[src/rtl/delayed_data_memory.sv]
// Data-memory responder with a fixed multi-cycle access latency.
// One load or store in flight at a time; loads return data with a register tag.
module delayed_data_memory #(
  parameter int WIDTH      = 32,
  parameter int DEPTH_BITS = 6,
  parameter int LATENCY    = 3
) (
  input  logic             CLK,
  input  logic             CLR,
  input  logic             MemReadM,
  input  logic             MemWriteM,
  input  logic [WIDTH-1:0] Addr,
  input  logic [WIDTH-1:0] WD,
  input  logic [4:0]       TagIn,
  output logic             Busy,
  output logic             Done,
  output logic             RDValid,
  output logic [WIDTH-1:0] RD,
  output logic [4:0]       TagOut
);

  generate
    if (LATENCY < 2 || LATENCY > 15) begin : g_bad_latency
      $error("delayed_data_memory: LATENCY must be in 2..15");
    end
  endgenerate

  typedef enum logic [1:0] {
    IDLE = 2'b00,
    WAIT = 2'b01
  } state_e;

  localparam int DEPTH = 2 ** DEPTH_BITS;

  state_e                state_q, state_d;
  logic [3:0]            cnt_q, cnt_d;
  logic                  store_q, store_d;
  logic [DEPTH_BITS-1:0] idx_q, idx_d;
  logic [WIDTH-1:0]      data_q, data_d;
  logic [4:0]            tag_q, tag_d;
  logic                  done_q, done_d;
  logic                  rdvalid_q, rdvalid_d;
  logic [WIDTH-1:0]      rd_q, rd_d;
  logic [4:0]            tagout_q, tagout_d;
  logic                  mem_we;

  logic [WIDTH-1:0] mem_q [DEPTH];

  // Address bits outside the word index are intentionally ignored.
  logic unused_addr_bits;
  assign unused_addr_bits = ^{Addr[WIDTH-1:DEPTH_BITS+2], Addr[1:0]};

  // NOTE: every variable gets a default before the case so no latch is inferred.
  always_comb begin
    state_d   = state_q;
    cnt_d     = cnt_q;
    store_d   = store_q;
    idx_d     = idx_q;
    data_d    = data_q;
    tag_d     = tag_q;
    done_d    = 1'b0;
    rdvalid_d = 1'b0;
    rd_d      = rd_q;
    tagout_d  = tagout_q;
    mem_we    = 1'b0;

    case (state_q)
      IDLE: begin
        if (MemReadM || MemWriteM) begin
          state_d = WAIT;
          cnt_d   = 4'(LATENCY - 1);
          store_d = MemWriteM;  // write wins when both are requested
          idx_d   = Addr[DEPTH_BITS+1:2];
          data_d  = WD;
          tag_d   = TagIn;
        end
      end
      WAIT: begin
        if (cnt_q == 4'd1) begin
          state_d = IDLE;
          cnt_d   = 4'd0;
          done_d  = 1'b1;
          if (store_q) begin
            mem_we = 1'b1;
          end else begin
            rd_d      = mem_q[idx_q];
            tagout_d  = tag_q;
            rdvalid_d = 1'b1;
          end
        end else begin
          cnt_d = cnt_q - 4'd1;
        end
      end
      default: state_d = IDLE;
    endcase
  end

  // NOTE: sequential state uses non-blocking assignments only.
  always_ff @(posedge CLK or negedge CLR) begin
    if (!CLR) begin
      state_q   <= IDLE;
      cnt_q     <= 4'd0;
      store_q   <= 1'b0;
      idx_q     <= '0;
      data_q    <= '0;
      tag_q     <= '0;
      done_q    <= 1'b0;
      rdvalid_q <= 1'b0;
      rd_q      <= '0;
      tagout_q  <= '0;
    end else begin
      state_q   <= state_d;
      cnt_q     <= cnt_d;
      store_q   <= store_d;
      idx_q     <= idx_d;
      data_q    <= data_d;
      tag_q     <= tag_d;
      done_q    <= done_d;
      rdvalid_q <= rdvalid_d;
      rd_q      <= rd_d;
      tagout_q  <= tagout_d;
    end
  end

  // NOTE: the array has no reset; a reset aborts a store because state_q is
  // forced to IDLE, so mem_we cannot assert on the aborted completion edge.
  always_ff @(posedge CLK) begin
    if (mem_we) begin
      mem_q[idx_q] <= data_q;
    end
  end

  assign Busy    = (state_q == WAIT);
  assign Done    = done_q;
  assign RDValid = rdvalid_q;
  assign RD      = rd_q;
  assign TagOut  = tagout_q;

endmodule

[config.mk]
export PLATFORM = sky130hd
export DESIGN_NAME = delayed_data_memory
export DESIGN_NICKNAME = d
export VERILOG_FILES = /design/src/rtl/delayed_data_memory.sv
export SDC_FILE = /design/constraint.sdc
export NUM_CORES = 2
export LEC_CHECK = 0
export CELL_PAD_IN_SITES_DETAIL_PLACEMENT = 1
export CELL_PAD_IN_SITES_GLOBAL_PLACEMENT = 1
export CORE_MARGIN = 3
export CORE_UTILIZATION = 30
export CTS_BUF_LIST = sky130_fd_sc_hd__clkbuf_8
export CTS_CLUSTER_DIAMETER = 80
export DETAILED_ROUTE_END_ITERATION = 7
export PLACE_DENSITY = 0.58
export SLEW_MARGIN = 30
export SYNTH_ARGS = -nofsm -noshare
export SYNTH_HDL_FRONTEND = slang
export SYNTH_SLANG_ARGS = --single-unit
export TNS_END_PERCENT = 30
[constraint.sdc]
create_clock -name CLK -period 5.4 [get_ports CLK]
set_clock_uncertainty 0.2 [all_clocks]
set_input_delay 1.08 -clock CLK [delete_from_list [all_inputs] [get_ports CLK]]
set_output_delay 1.08 -clock CLK [all_outputs]
set_load 0.01 [all_outputs]
* Word level (Yosys, flattened, before mapping) *
Memory sizes are Yosys's and may differ from the RTL's. A register that Yosys moved wholly into a read port is not among the register bits.
Index checks and enable logic that the tools add are counted.

word-level totals
  register bits after elaboration = 57
  latch bits = 0
  memory bits (writable) = 2048
  bits in read-only memories = 0
  input bits = 73
  output and inout port bits = 40
  logic and storage cells = 40
  memories = 1

memory list
  name   words  bits a word  read ports  clocked after Yosys merged registers in  write ports  line  source
  mem_q  64     32           1           1                                        1            47    logic [WIDTH-1:0] mem_q [DEPTH];

cells by class
  $add $sub $neg = 1
  multipliers = 0
  divide/modulo/power cells = 0
  order comparisons = 0
  eq/ne operators = 4
  shifts and indexed selects = 0
  muxes and demuxes = 16
  bitwise gates (word level) = 1
  reductions and logical operators = 8

operators with widths
  operator             count
  $mux 1               10
  $mux 4               2
  $pmux 4 s2           1
  $reduce_and 2->1     3
  $eq 4x1->1 const B   1
  $mux 2               2
  $pmux 2 s2           1
  $sub 4x1->4 const B  1
  $reduce_and 3->1     1
  $eq 2x1->1 const B   1
  $logic_not 2->1      1
  $ne 2x1->1 const B   1
  $ne 2x2->1 const B   1
  $reduce_bool 2->1    1
  $logic_not 1->1      1
  $logic_or 1x1->1     1
  $not 1->1            1

* Logic depth before layout (Yosys ltp) *
  word-level depth = 5
  gate-level depth with buffers = 12
  gate-level depth less buffers = 9

* Worst setup path before layout *
Ideal clock, no wire load.

  path type = register to register
  start point = register idx_q[2]
  end point = memory mem_q[54][0] (enable)
  library setup time = 0.421 ns
  arrival time = 3.244 ns
  required time = 4.779 ns
  setup slack = 1.535 ns
  stages on the path, launching flop included = 10
  path buffers = 6
  cell sequence = dfrtp_1 > buf_4 > buf_4 > buf_2 > buf_4 > buf_2 > buf_2 > and3_1 > nand2_1 > nor2_1

RTL lines
  item                      line  source
  start: declaration        38    logic [DEPTH_BITS-1:0] idx_q, idx_d;
  start signal: assignment  115   idx_q <= idx_d;
  end: declaration          47

No word-level cell before the write port.

* Worst setup path after layout *
  start point = register idx_q[1]
  end point = memory mem_q[38][20] (enable)

No word-level cell before the write port.

==> impl_metrics.py <==
metrics = {
    "sta": {
        "fin_crit_sh_pct": 75.9,
        "fmax_mhz": 244,
        "setup_violations": 0,
        "finalHoldViolations": 0,
        "tightest_slew_ps": 1080,
        "period_minus_slack_ps": 4100,
        "report.final.slew_viol_count": 0,
        "rsz0062_at_grt": "false",
        "fin_ws_ps": 1300,
        "max-slew-margin-rel_pct": 27.4,
        "fin_tns_setup_ps": 0,
    },
    "setup_path": {
        "reg2reg_to": "mem_q[38][20]",
        "cp.arrival_ps": 4640,
        "worstPathMaxFanout": 31,
        "slowest_stage": "nor2_4",
        "cp_cell_sequence": "nor2b_4 > nand2_1 > nor2_4 > buf_12",
        "worstSetupStartpoint": "idx_q[1]",
        "crit_required_ps": 5940,
        "critPathMaxStageDelay_ps": 900,
        "rr_startpoint": "idx_q[1]",
        "start_kind": "flip-flop",
        "crit_path_end_kind": "flip-flop",
        "rr_worst_depth": 4,
        "cp-endpoint": "mem_q[38][20]",
        "rrSetupSlack_ps": 1300,
        "worstSetupPathType": "flip-flop to flip-flop",
    },
    "logic_synthesis": {
        "avgSynthCellArea_sq_um": 19.3,
        "synth_seq_area_share_pct": 78.1,
        "synthesis.area_sq_um": 81600,
        "synthArstFlopShare_pct": 4.12,
        "synthFlopType": "edfxtp_1",
        "synth_largest_area_cell": "edfxtp_1",
        "synth_top_area_share_pct": 75.4,
        "syn_nets": 4305,
        "ys_ff_latch": 2136,
        "yosys-top-cells-area": "edfxtp_1, mux4_2, mux2i_1",
        "synthCells": 4230,
        "synth_edf_count": 2048,
        "synth_cell_type_count": 66,
        "yosysWarnings": 0,
    },
    "clock_network": {
        "cts_tree": "done",
        "clockRootBuffer": "clkbuf_8",
        "clk_latency_ps": 1080,
        "path_clk_slew_ps": 60,
        "numCtsBuffers": 353,
        "cts-htree-levels": 5,
        "cts_resized": 0,
        "cts.sinks": 2136,
        "postCtsSetupBuffers": 0,
        "cts_buffer_depth": 4,
        "cts_hold_buf": 1,
    },
    "placed_design": {
        "dp_slack_ps": 1340,
        "dpl_cell_area_sq_um": 88600,
        "globalplace.congestion": 0.814,
        "dp_hpwl_um": 158000,
        "io_buffers": 86,
    },
    "drt": {
        "firstDrtPassIters": 5,
        "num_vias": 45600,
        "wirelength_um": 268000,
        "viasPerCell": 5.38,
        "drc": 0,
        "wl_per_cell_um": 31.7,
        "postRouteAntennaNets": 0,
        "drtIter0Drc": 5022,
    },
    "cells_and_area": {
        "drive_above_1_share_pct": 22.2,
        "nFillCells": 26800,
        "final_cell_area_sq_um": 94800,
        "final_nets": 4727,
        "final_util_pct": 35.2,
        "area_growth_syn_to_layout_pct": 16.2,
    },
    "grt": {
        "gr-total-overflow": 0,
        "grt_usage_pct": 18.9,
        "grt_pass1_wl_um": 373000,
        "grt_max_degree": 83,
        "antenna_found_initial": 12,
        "grt_pass1_vias": 46700,
    },
    "power": {
        "seqPwrFrac_pct": 43.1,
        "pwr-share-clk_pct": 24.8,
        "swShare_pct": 36.3,
        "p_comb_share_pct": 32.1,
        "p_int_uw": 32900,
        "powerDensity_nw_per_um2": 544,
        "ir_worst_vdd_v": 0.000415,
        "p_switching_uw": 18700,
        "p_leak_uw": 0.0306,
    },
    "floorplan": {
        "die_y_um": 528,
        "die_area_sq_um": 278000,
        "ioPinCount": 113,
        "placementRows": 190,
        "core_sq_um": 269000,
        "die_width_um": 528,
        "initial_core_util_pct": 30.3,
    },
    "run": {
        "maxCapViolCount": 0,
    },
    "hold_path": {
        "hold_path.class": "flip-flop to flip-flop",
    },
    "status": {
        "status": "finished clean",
    },
}
## registers in the layout, summed over array words and instances, names as in the netlist
signal and cells:
Done 1, RDValid 1, cnt_q 4, TagOut 5, mem_q 2048, RD 32, tag_q 5, state_q 1
data_q 32, store_q 1, idx_q 6
## per-layer routing
layer  global-route usage (%)  vias to the layer above  wire (um)  share of wire, %
li1                         -                    18400          -                 -
met5                        0                        -         13            0.0048
met1                     25.7                    24800     113000                42
met2                     31.1                     1960     129000                48
met3                     3.36                      407      19700               7.3
met4                     5.25                        2       7030               2.6
## kinds of logic (layout without fill, tap and decap cells)
group                      Yosys count  in the layout  share of synthesized area [%]
AOI/OAI and AO/OA                  777            777                           6.90
buffers and inverters              287            962                           1.79
other                                0              6                              0
adders and majority gates            2              2                         0.0307
DFF                               2136           2136                           78.1
muxes                              657            657                           11.2
and+or+nand+nor                    371            371                           2.02
## cell usage in the layout, fill, tap and decap left out, drive strengths merged, types with 11 or more instances in the layout
master	count
edfxtp	2048
clkbuf	380
mux2i	366
buf	262
mux4	193
a221oi	189
nor2	172
a22oi	152
inv	151
o21ai	107
mux2	98
o22ai	91
dfrtp	88
a21oi	85
clkdlybuf4s50	85
nand2	76
clkinv	75
nand3	47
a22o	29
o32a	23
a31oi	19
nand4	17
o22a	17
and3	14
o211ai	11
## power by group through the flow
stage	Sequential, uW	Clock, uW	Combinational [uW]
detailed placement	22600	0	16500
floorplan	22700	0	8420
finish	22300	12800	16600
global placement	22500	0	16200
CTS	22300	13100	16500
global route	22400	13900	17400
## layout make-up
cell class / count / area [sq um] / area share [%]
flip-flops and latches: 2136 / 63800 / 67.2
multi-input cells: 1807 / 17100 / 18.0
clock buffers: 380 / 5230 / 5.51
well taps: 3552 / 4440 / 4.69
repair buffers: 348 / 3350 / 3.53
clock inverters: 228 / 953 / 1.01
inverters: 6 / 27.5 / 0.0290
diodes: 6 / 15.0 / 0.0158
## cells in the mapped netlist, drive strengths merged (11+ instances only)
library cell  count
a31oi            19
nand3            47
a22o             29
o21ai           107
o22a             17
mux2             98
o22ai            91
mux2i           366
and3             14
o211ai           11
a21oi            85
nand4            17
clkbuf           95
buf             186
mux4            193
dfrtp            88
o32a             23
edfxtp         2048
a221oi          189
nor2            172
nand2            76
a22oi           152
## through the flow
stage	instances	hold slack (ps)	total power [uW]
floorplan	4230	233	31200
global placement	7845	253	38700
detailed placement	7846	260	39100
CTS	8455	271	51900
global route	8459	255	53600
finish	8463	265	51600
## critical path: cells and delay by family (launching register included)
family	cells	cell delay [ps]
AND/OR/NAND/NOR	3	2440
buffers and inverters	1	260
flip-flops	1	810
## how the worst min path moves through the flow
stage	from	to	slack (ps)	depth (start not counted)
floorplan	tag_q[0]	TagOut[0]	230	2
global placement	tag_q[1]	TagOut[1]	250	2
detailed placement	tag_q[2]	TagOut[2]	260	2
CTS	tag_q[2]	TagOut[2]	270	2
global route	CLR	RD[22]	260	2
finish	tag_q[2]	TagOut[2]	260	2
Power figures use the tool's default switching activity.
